==> config.mk <==
export PLATFORM = sky130hd
export DESIGN_NAME = intersection_ctrl_flat
export DESIGN_NICKNAME = d
export VERILOG_FILES = /design/src/rtl/intersection_ctrl_if.sv /design/src/rtl/intersection_ctrl.sv /design/src/flat_wrapper.sv
export SDC_FILE = /design/constraint.sdc
export NUM_CORES = 1
export LEC_CHECK = 0
export CORE_ASPECT_RATIO = 0.7
export CORE_MARGIN = 2
export CORE_UTILIZATION = 40
export DETAILED_ROUTE_END_ITERATION = 16
export SYNTH_ARGS = -nofsm -noshare
export SYNTH_HDL_FRONTEND = slang
export SYNTH_SLANG_ARGS = --single-unit
==> constraint.sdc <==
create_clock -name clk -period 3 [get_ports clk]
set_input_delay 0.6 -clock clk [delete_from_list [all_inputs] [get_ports clk]]
set_output_delay 0.6 -clock clk [all_outputs]
set_load 0.01 [all_outputs]
==> src/rtl/intersection_ctrl_if.sv <==
// Signal bundle between the intersection controller and its sensors and lamps.
// The controller is the slave side. The environment drives the sensors and watches the lamps.
interface intersection_ctrl_if;
  logic       tick;
  logic       ew_req;
  logic       ped_req;
  logic       emg;
  logic [1:0] ns_color;
  logic [1:0] ew_color;
  logic       walk;
  logic       ped_pending;
  logic [2:0] phase;

  modport master (
    output tick, ew_req, ped_req, emg,
    input  ns_color, ew_color, walk, ped_pending, phase
  );

  modport slave (
    input  tick, ew_req, ped_req, emg,
    output ns_color, ew_color, walk, ped_pending, phase
  );
endinterface

==> src/rtl/intersection_ctrl.sv <==
// Two-road traffic light controller with a pedestrian walk phase and emergency preemption.
// NS rests on green. EW gets a fixed green slot when there is demand.
module intersection_ctrl #(
  parameter int MIN_GREEN = 8,
  parameter int EW_GREEN  = 6,
  parameter int YELLOW    = 3,
  parameter int ALL_RED   = 2
) (
  input  logic               clk,
  input  logic               rst,
  intersection_ctrl_if.slave bus
);

  typedef enum logic [2:0] {
    S_NS_GREEN  = 3'd0,
    S_NS_YELLOW = 3'd1,
    S_ALL_RED_A = 3'd2,
    S_EW_GREEN  = 3'd3,
    S_EW_YELLOW = 3'd4,
    S_ALL_RED_B = 3'd5,
    S_EMG_HOLD  = 3'd6
  } state_t;

  localparam logic [1:0] C_RED    = 2'd0;
  localparam logic [1:0] C_GREEN  = 2'd1;
  localparam logic [1:0] C_YELLOW = 2'd2;

  localparam logic [7:0] L_MIN_GREEN = 8'(MIN_GREEN - 1);
  localparam logic [7:0] L_EW_GREEN  = 8'(EW_GREEN - 1);
  localparam logic [7:0] L_YELLOW    = 8'(YELLOW - 1);
  localparam logic [7:0] L_ALL_RED   = 8'(ALL_RED - 1);

  state_t     r_state;
  logic [7:0] r_timer;
  logic       r_walk;
  logic       r_pend;
  logic [1:0] r_ns;
  logic [1:0] r_ew;
  state_t     w_next;
  logic       w_sat;
  logic       w_ew_entry;

  // Timed states leave on the tick that completes their last period.
  always_comb begin
    w_next = r_state;
    case (r_state)
      S_NS_GREEN:
        if (bus.emg || (bus.tick && r_timer == L_MIN_GREEN && (bus.ew_req || r_pend)))
          w_next = S_NS_YELLOW;
      S_NS_YELLOW:
        if (bus.tick && r_timer == L_YELLOW) w_next = S_ALL_RED_A;
      S_ALL_RED_A:
        if (bus.tick && r_timer == L_ALL_RED) w_next = bus.emg ? S_EMG_HOLD : S_EW_GREEN;
      S_EW_GREEN:
        if (bus.emg || (bus.tick && r_timer == L_EW_GREEN)) w_next = S_EW_YELLOW;
      S_EW_YELLOW:
        if (bus.tick && r_timer == L_YELLOW) w_next = S_ALL_RED_B;
      S_ALL_RED_B:
        if (bus.tick && r_timer == L_ALL_RED) w_next = bus.emg ? S_EMG_HOLD : S_NS_GREEN;
      S_EMG_HOLD:
        if (!bus.emg) w_next = S_NS_GREEN;
      default:
        w_next = S_ALL_RED_B;
    endcase
  end

  assign w_sat      = (r_state == S_NS_GREEN) && (r_timer == L_MIN_GREEN);
  assign w_ew_entry = (w_next == S_EW_GREEN) && (r_state != S_EW_GREEN);

  // Lamp outputs are decoded from the next state, so they change on the same edge as the phase.
  always_ff @(posedge clk or posedge rst) begin
    if (rst) begin
      r_state <= S_ALL_RED_B;
      r_timer <= 8'd0;
      r_walk  <= 1'b0;
      r_pend  <= 1'b0;
      r_ns    <= C_RED;
      r_ew    <= C_RED;
    end else begin
      r_state <= w_next;
      if (w_next != r_state)
        r_timer <= 8'd0;
      else if (bus.tick && !w_sat && r_state != S_EMG_HOLD)
        r_timer <= r_timer + 8'd1;

      r_ns <= (w_next == S_NS_GREEN)  ? C_GREEN :
              (w_next == S_NS_YELLOW) ? C_YELLOW : C_RED;
      r_ew <= (w_next == S_EW_GREEN)  ? C_GREEN :
              (w_next == S_EW_YELLOW) ? C_YELLOW : C_RED;

      // A press on the EW-green entry edge is served by that same walk phase.
      if (w_ew_entry) begin
        r_walk <= r_pend | bus.ped_req;
        r_pend <= 1'b0;
      end else begin
        r_walk <= r_walk && (w_next == S_EW_GREEN);
        if (bus.ped_req && !(r_state == S_EW_GREEN && r_walk))
          r_pend <= 1'b1;
      end
    end
  end

  assign bus.phase       = r_state;
  assign bus.ns_color    = r_ns;
  assign bus.ew_color    = r_ew;
  assign bus.walk        = r_walk;
  assign bus.ped_pending = r_pend;

endmodule

==> src/flat_wrapper.sv <==
// flat-port wrapper written by rule: the top's interface ports become plain ports
module intersection_ctrl_flat 
#(
  parameter int MIN_GREEN = 8,
  parameter int EW_GREEN  = 6,
  parameter int YELLOW    = 3,
  parameter int ALL_RED   = 2
)
  (clk, rst, bus_tick, bus_ew_req, bus_ped_req, bus_emg, bus_ns_color, bus_ew_color, bus_walk, bus_ped_pending, bus_phase);
  intersection_ctrl_if bus_i ();
  input  logic clk;
  input  logic rst;
  input wire logic [$bits(bus_i.tick)-1:0] bus_tick;
  input wire logic [$bits(bus_i.ew_req)-1:0] bus_ew_req;
  input wire logic [$bits(bus_i.ped_req)-1:0] bus_ped_req;
  input wire logic [$bits(bus_i.emg)-1:0] bus_emg;
  output wire logic [$bits(bus_i.ns_color)-1:0] bus_ns_color;
  output wire logic [$bits(bus_i.ew_color)-1:0] bus_ew_color;
  output wire logic [$bits(bus_i.walk)-1:0] bus_walk;
  output wire logic [$bits(bus_i.ped_pending)-1:0] bus_ped_pending;
  output wire logic [$bits(bus_i.phase)-1:0] bus_phase;
  assign bus_i.tick = bus_tick;
  assign bus_i.ew_req = bus_ew_req;
  assign bus_i.ped_req = bus_ped_req;
  assign bus_i.emg = bus_emg;
  assign bus_ns_color = bus_i.ns_color;
  assign bus_ew_color = bus_i.ew_color;
  assign bus_walk = bus_i.walk;
  assign bus_ped_pending = bus_i.ped_pending;
  assign bus_phase = bus_i.phase;
  intersection_ctrl #(.MIN_GREEN(MIN_GREEN), .EW_GREEN(EW_GREEN), .YELLOW(YELLOW), .ALL_RED(ALL_RED)) u_core (.clk(clk), .rst(rst), .bus(bus_i));
endmodule
==> impl_metrics.tcl, run 1 <==
set metrics [dict create \
    status "completed" \
    final_common_cell "nor2_1" \
    numClockSinks 17 \
    drc_errors 0 \
    core_sq_mm 0.00278 \
    htree_num_levels 1 \
    synthArstFlopShare 1.00 \
    crit_path_max_incr_delay_ns 0.68 \
    setup-tns-final_ns 0 \
    crit_top_cell "or4_1" \
    p_leak_nw 0.584 \
    grt_overflow_total 0 \
    cts_buffers 3 \
    fp.dieW_um 68.5 \
    cts_tree "done" \
    portBuffers 14 \
    min_period_over_period 0.923 \
    post_drt_wl_per_cell_um 15.7 \
    min_path_type "reg2reg" \
    drive_gt1_frac 0.129 \
    worstPathArrival_ns 2.94 \
    syn_area_sq_mm 0.00117 \
    die_y_um 49.2 \
    fin_skew_ns 0.00228 \
    min_period_ns 2.77 \
    ctsResizeCount 0 \
    root_buffer "clkbuf_8" \
    endpoint_kind "flop" \
    grt_max_degree 21 \
    crit_type "reg2reg" \
    worst_pin_slew_ns 0.647 \
    vias_per_cell 5.77 \
    hold_violations 0 \
    synth-edff-count 0 \
    start_util 0.419 \
    synth.distinct_cells 48 \
    cap_viol_max_count 0 \
    die_area_sq_mm 0.00337 \
    cp_top_family "simple AND/OR/NAND/NOR gates" \
    drt_first_pass_iters 4 \
    groute.usage.overall 0.194 \
    instances_no_fill 176 \
    worstPathCellList "or4_1, or4_1, mux2i_1, a2111oi_2, inv_1, nor3_1" \
    setup-violations-final 0 \
    clock_latency_ns 0.25 \
    gp_congestion 0.857 \
    start_kind "flop" \
    ys_ff_latch 17 \
    rows 16 \
    post_synth_main_area_contributors "dfrtp_1 32%, nor2_1 5.8%, dfstp_2 4.5%" \
    design_power_total_mw 1.18 \
    num_vias 1016 \
    ant_nets 0 \
    drt_wl_total_um 2770 \
    antenna_found_initial 0 \
    timing.fmax_ghz 0.361 \
    crit_fanout 7 \
    clk_pin_slew_ns 0.07 \
    cts_setup_buffers 0 \
    avgSynthCellArea_sq_um 9.04 \
    hpwl_um 2050 \
    synth_largest_area_cell "dfrtp_1" \
    timing.slew.headroom 0.568 \
    filler_cell_count 256 \
    grt_pass1_vias 983 \
    slew_violations 0 \
    holdBufCountCts 0 \
    yosys_warnings 0 \
    ir_drop_mv 0.460 \
    netlist.area_leader.share 0.322 \
    required_ns 3.17 \
    ios 15 \
    final_nets 150 \
    path_buf_inv 1 \
    cts_max_path_buffers 2 \
    grt_pass1_wl_um 4910 \
    syn_to_final_growth_pct 17.8 \
    power_density_mw_per_mm2 858 \
    slowest_stage "or4_1" \
    synth_cells 129 \
    syn-num-nets 138 \
    mostFrequentLayoutCells "18 x nor2_1, 15 x dfrtp_1, 14 x clkdlybuf4s50_1" \
    synth_ff_type "dfrtp_1" \
    diodes 0 \
    rsz0062_at_grt "false" \
    yosysSeqAreaShare 0.367 \
    drtIter0Drc 57 \
    final_util 0.494 \
    dp.cells 172 \
]
[through the flow]
step | instance area, sq um | hold slack, ns | setup slack, ns
after floorplan | 1170 | 0.521 | 0.524
after global placement | 1330 | 0.550 | 0.214
after detailed placement | 1330 | 0.550 | 0.164
after CTS | 1370 | 0.578 | 0.230
after global routing | 1370 | 0.594 | 0.00858
final | 1370 | 0.574 | 0.231
[where the power goes]
part | switching, mW | total [mW] | internal (mW)
Combinational | 0.329 | 0.602 | 0.274
Sequential | 0.102 | 0.403 | 0.301
Clock | 0.0807 | 0.173 | 0.0922
[cells by family after synthesis]
group,synth area share
AOI/OAI and AO/OA,0.215
xor gates and xnor gates,0.0451
adders and majority gates,0.0322
buffers and inverters,0.0526
DFF,0.367
muxes,0.00858
and+or+nand+nor,0.280
[cell usage after synthesis (2+ instances only)]
library cell / instances
a211oi_1: 2
a21o_1: 2
a21oi_1: 3
and3b_1: 2
and4_1: 2
clkbuf_1: 7
dfrtp_1: 15
dfstp_2: 2
ha_1: 3
inv_1: 8
nand2_1: 7
nand2b_1: 2
nand3_1: 3
nand3b_1: 3
nand4_1: 4
nor2_1: 18
nor3_1: 4
nor4_1: 2
nor4b_1: 2
o21ai_0: 2
o21bai_1: 2
o31a_1: 2
o31ai_1: 2
or4_1: 2
xor2_1: 5
[worst min-delay path: cells and delay by family (launching register included)]
family,cells,cell delay (ns)
DFF,1,0.38
and+or+nand+nor,1,0.08
xor gates and xnor gates,1,0.08
[sequential cells by signal (all words and copies together) (netlist names)]
register,flops
u_core.r_timer,8
u_core.bus.phase,3
u_core.bus.ew_color,2
u_core.bus.ns_color,2
u_core.bus.ped_pending,1
u_core.bus.walk,1
[path summary, 6_finish.rpt]
path / startpoint / to / slack, ns / cells past startpoint
max: u_core.r_timer[4] / u_core.bus.ns_color[0] / 0.23 / 6
min: u_core.r_timer[7] / u_core.r_timer[7] / 0.57 / 2
max reg2reg: u_core.r_timer[4] / u_core.bus.ns_color[0] / 0.23 / 6
min reg2reg: u_core.r_timer[7] / u_core.r_timer[7] / 0.57 / 2
max in group asynchronous: rst / u_core.r_timer[4] / 1.85 / 2
min in group asynchronous: rst / u_core.r_timer[2] / 0.73 / 2
[final cells by class]
class | count | area, sq um | share of cell area
Clock buffer | 3 | 41.3 | 0.0301
Clock inverter | 1 | 5.00 | 0.00364
Inverter | 8 | 30.0 | 0.0219
Multi-Input combinational cell | 96 | 677 | 0.493
Sequential cell | 17 | 428 | 0.311
Tap cell | 36 | 45.0 | 0.0328
Timing Repair Buffer | 15 | 148 | 0.107
[per-layer routing]
layer	wire, um	global-route usage	vias to the layer above
li1	-	-	491
met1	1410	0.295	486
met2	1190	0.261	35
met3	136	0.0508	4
met4	31	0.0633	0
met5	0	0	-
(Power assumes the default switching activity.)
==> run 2, diff against run 1 <==
ABC_AREA = 1   (was unset)
CTS_CLUSTER_DIAMETER = 80   (was unset)
==> impl_metrics.tcl, run 2 <==
set metrics [dict create \
    post_drt_wl_per_cell_um 11.4 \
    synthArstFlopShare 1.00 \
    p_leak_nw 0.696 \
    grt_max_degree 18 \
    numClockSinks 17 \
    synth-edff-count 0 \
    start_kind "primary input" \
    switching_power_mw 0.487 \
    setup-tns-final_ns 0 \
    required_ns 3.13 \
    worst_pin_slew_ns 0.614 \
    wl_met1_um 1350 \
    vias_per_cell 4.78 \
    largest_reg_flops 8 \
    cts_buffers 3 \
    grt_pass1_wl_um 4640 \
    gp_congestion 0.866 \
    clock_latency_ns 0.25 \
    synth_largest_area_cell "dfrtp_1" \
    ys_ff_latch 17 \
    ctsResizeCount 0 \
    die_y_um 49.8 \
    cts_max_path_buffers 2 \
    die_area_sq_mm 0.00346 \
    design_power_total_mw 1.11 \
    final_nets 197 \
    core_sq_mm 0.00282 \
    final_common_cell "nand2_1" \
    drc_errors 0 \
    p_sw_frac 0.439 \
    top_layer "met4" \
    regMostFlops "u_core.r_timer" \
    clockPowerShare 0.149 \
    rsz0062_at_grt "false" \
    intPower_mw 0.623 \
    status "completed" \
    grt_pass1_vias 1039 \
    avgSynthCellArea_sq_um 6.97 \
    fin_skew_ns 0.000587 \
    root_buffer "clkbuf_8" \
    grt_overflow_total 0 \
    cts_setup_buffers 0 \
    mostFrequentLayoutCells "48 x nand2_1, 29 x nor2_1, 23 x inv_1" \
    multi_input_area_sq_um 643 \
    drive_gt1_frac 0.123 \
    dr_wl_met2_um 1070 \
    start_util 0.425 \
    synth_common_cells "48 x nand2_1, 29 x nor2_1, 23 x inv_1" \
    ios 15 \
    portBuffers 14 \
    antenna_found_initial 0 \
    hold_violations 0 \
    groute.usage.overall 0.167 \
    post_synth_main_area_contributors "dfrtp_1 31%, nand2_1 15%, nor2_1 9.1%" \
    setup-violations-final 0 \
    cap_viol_max_count 0 \
    crit_fanout 8 \
    synth_cells 172 \
    wl_met3_um 127 \
    timing.fmax_ghz 0.466 \
    timing.slew.headroom 0.590 \
    ir_drop_mv 0.498 \
    min_period_ns 2.15 \
    cts_tree "done" \
    synth.most_common_cell "nand2_1" \
    holdBufCountCts 0 \
    synth_ff_type "dfrtp_1" \
    yosysSeqAreaShare 0.357 \
    netlist.area_leader.share 0.313 \
    synth.distinct_cells 24 \
    min_period_over_period 0.715 \
    clk_pin_slew_ns 0.06 \
    ff_latch_area_sq_um 428 \
    ant_nets 0 \
    diodes 0 \
    fp.dieW_um 69.4 \
    combPwrFrac 0.521 \
    syn-num-nets 181 \
    htree_num_levels 1 \
    filler_cell_count 276 \
    placed_area_sq_mm 0.00135 \
    worstPathArrival_ns 2.28 \
    power_density_mw_per_mm2 794 \
    drt_wl_total_um 2550 \
    stdcell_area_sq_mm 0.00140 \
    rows 16 \
    endpoint_kind "flop" \
    yosys_warnings 0 \
    syn_area_sq_mm 0.00120 \
    crit_type "in2reg" \
    power_frac_seq 0.330 \
    num_vias 1065 \
    hpwl_um 2040 \
    min_path_type "reg2reg" \
    slew_violations 0 \
    drt_first_pass_iters 4 \
    syn_to_final_growth_pct 16.7 \
    drtIter0Drc 53 \
]
## run 2: worst paths after layout
kind	startpoint	end	slack (ns)	cells after the start
hold reg to reg	u_core.bus.walk	u_core.bus.walk	0.56	2
setup / recovery	bus_tick	u_core.r_timer[3]	0.85	12
max in group asynchronous	rst	u_core.r_timer[2]	1.88	2
min in group asynchronous	rst	u_core.bus.ew_color[1]	0.72	2
setup reg to reg	u_core.r_timer[0]	u_core.r_timer[3]	1.13	13
hold / removal	u_core.bus.walk	u_core.bus.walk	0.56	2
## run 2: routing by layer
layer / global-route usage / up-vias
li1: - / 556
met2: 0.247 / 28
met5: 0 / -
met3: 0.0409 / 3
met1: 0.254 / 478
met4: 0.0196 / 0
## run 2: through the flow
step           std cells  hold slack (ns)   util  worst slack [ns]
6_report             223            0.558  0.496             0.854
5_1_grt              223            0.597  0.496             0.649
4_1_cts              223            0.561  0.496             0.868
3_5_place_dp         219            0.546  0.480             0.603
3_3_place_gp         219            0.542  0.480             0.644
2_1_floorplan        172            0.525      -              1.40
## run 2: area by class of cell
type	count	share of cell area
multi-input combinational	126	0.460
sequential	17	0.306
timing repair buffer	14	0.100
inverter	26	0.0698
clock buffer	4	0.0322
tap	36	0.0322
## run 2: logic make-up after synthesis
logic type                 Yosys count  synth area share
AOI/OAI and AO/OA                    6            0.0271
xor gates and xnor gates             6            0.0438
adders and majority gates            3            0.0313
buffers and inverters               29             0.106
DFF                                 17             0.357
and+or+nand+nor                    111             0.434
## run 2: critical path: stages
cell and delay, ns:
clkdlybuf4s50_1 0.57, nand2_2 0.10, nor2_1 0.14, nand2_1 0.13, nand3_2 0.12, inv_1 0.05, nor2_1 0.11, nand3_2 0.13
nand2_1 0.08, nand2_1 0.06, nand2_2 0.13, nor2_1 0.06
## run 2: power groups by stage
| stage | Combinational [mW] | Clock [mW] | Sequential [mW] |
|---|---|---|---|
| after floorplan | 0.416 | 0 | 0.358 |
| after global placement | 0.576 | 0 | 0.367 |
| after detailed placement | 0.579 | 0 | 0.370 |
| after CTS | 0.582 | 0.170 | 0.367 |
| after global routing | 0.664 | 0.179 | 0.377 |
| final | 0.578 | 0.166 | 0.367 |
==> run 3, diff against run 2 <==
clock period = 2 ns   (was 3 ns; I/O delays follow)
==> impl_metrics.tcl, run 3 (synthesized netlist as in run 2, its figures left out) <==
set metrics [dict create \
    die_area_sq_mm 0.00346 \
    numClockSinks 17 \
    drc_errors 0 \
    min_path_type "in2async" \
    final_nets 206 \
    crit_path_max_incr_delay_ns 0.52 \
    fin_skew_ns 0.000586 \
    power_density_mw_per_mm2 1210 \
    timing.slew.headroom 0.597 \
    clock_latency_ns 0.24 \
    ant_nets 0 \
    gp_congestion 0.838 \
    grt_max_degree 18 \
    htree_num_levels 1 \
    ir_drop_mv 0.741 \
    post_drt_wl_per_cell_um 11.8 \
    start_util 0.425 \
    groute.usage.overall 0.171 \
    status "completed" \
    core_sq_mm 0.00282 \
    slowest_stage "clkdlybuf4s50_1" \
    cts_buffers 3 \
    required_ns 2.17 \
    rows 16 \
    worstPathCellList "clkdlybuf4s50_1, nand2_1, inv_1, nand2_1, nor2_1, nand2_1, nand2_1, nand2_1, nor2_1, nand3_1, nand2_1, nand2_2, nor2_1" \
    design_power_total_mw 1.79 \
    hpwl_um 2120 \
    vias_per_cell 4.87 \
    drt_wl_total_um 2740 \
    p_leak_nw 0.740 \
    die_y_um 49.8 \
    hold_violations 0 \
    min_period_over_period 0.917 \
    timing.fmax_ghz 0.545 \
    ios 15 \
    crit_type "in2reg" \
    cap_viol_max_count 0 \
    num_vias 1130 \
    grt_pass1_vias 1049 \
    setup-tns-final_ns 0 \
    min_period_ns 1.83 \
    setup-violations-final 0 \
    grt_overflow_total 0 \
    worstPathArrival_ns 2.01 \
    cts_max_path_buffers 2 \
    filler_cell_count 275 \
    crit_fanout 8 \
    drive_gt1_frac 0.189 \
    endpoint_kind "flop" \
    syn_to_final_growth_pct 23.8 \
    clk_pin_slew_ns 0.06 \
    start_kind "primary input" \
    antenna_found_initial 0 \
    root_buffer "clkbuf_8" \
    diodes 0 \
    crit_top_cell "nand2_1" \
    largest_reg_flops 8 \
    grt_pass1_wl_um 4660 \
    slew_violations 0 \
    regMostFlops "u_core.r_timer" \
    mostFrequentLayoutCells "48 x nand2_1, 26 x nor2_1, 23 x inv_1" \
    final_common_cell "nand2_1" \
    holdBufCountCts 0 \
    drtIter0Drc 44 \
    portBuffers 14 \
    rsz0062_at_grt "false" \
    drt_first_pass_iters 4 \
    worst_pin_slew_ns 0.603 \
    fp.dieW_um 69.4 \
    cts_tree "done" \
]
-- run 3: final cells by class --
cell class	instances	area (sq um)	area share
multi-input combinational	126	659	0.444
sequential	17	429	0.289
timing repair buffer	23	208	0.140
inverter	26	97.6	0.0658
clock buffer	4	45.0	0.0304
tap	36	45.0	0.0304
-- run 3: repair_timing --
item                                    in CTS  in global routing
endpoints found under the setup margin       0                  8
gates resized for setup                      0                  6
buffers inserted                             0                  3
-- run 3: metal layers --
layer | routed length (um) | vias up | global-route usage | part of all wire
li1 | - | 575 | - | -
met1 | 1330 | 509 | 0.234 | 0.49
met2 | 1150 | 40 | 0.266 | 0.42
met3 | 218 | 6 | 0.0552 | 0.080
met4 | 34 | 0 | 0.0359 | 0.012
met5 | 0 | - | 0 | 0
-- run 3: path summary, 6_finish.rpt --
check	start	endpoint	slack [ns]	cells past startpoint
worst max-delay path	bus_tick	u_core.r_timer[5]	0.17	13
worst max register to register	u_core.bus.phase[0]	u_core.r_timer[5]	0.17	8
max in group asynchronous	rst	u_core.bus.phase[1]	1.05	2
worst min-delay path	rst	u_core.bus.walk	0.52	2
min in group clk	u_core.bus.walk	u_core.bus.walk	0.56	2
worst min register to register	u_core.bus.walk	u_core.bus.walk	0.56	2
-- run 3: per-stage QoR --
stage / setup slack [ns] / instances / area, sq um / util / hold WS [ns]
global placement: -0.0476 / 225 / 1400 / 0.496 / 0.539
global route: 0.000268 / 232 / 1480 / 0.526 / 0.590
CTS: 0.113 / 229 / 1440 / 0.512 / 0.542
finish: 0.166 / 232 / 1480 / 0.526 / 0.521
floorplan: 0.404 / 172 / 1200 / - / 0.325
detailed placement: -0.0858 / 225 / 1400 / 0.496 / 0.550
-- run 3: power breakdown --
group          leakage, nW  total (mW)  switching [mW]  internal, mW
Combinational        0.498        1.01           0.574         0.433
Sequential           0.219       0.541          0.0947         0.447
Clock               0.0228       0.245           0.104         0.141
Total                0.740        1.79           0.773          1.02
-- run 3: worst max-delay path: cells and delay by family --
kind,cells,cell delay [ns]
buf+inv,2,0.59
simple gates,11,0.99
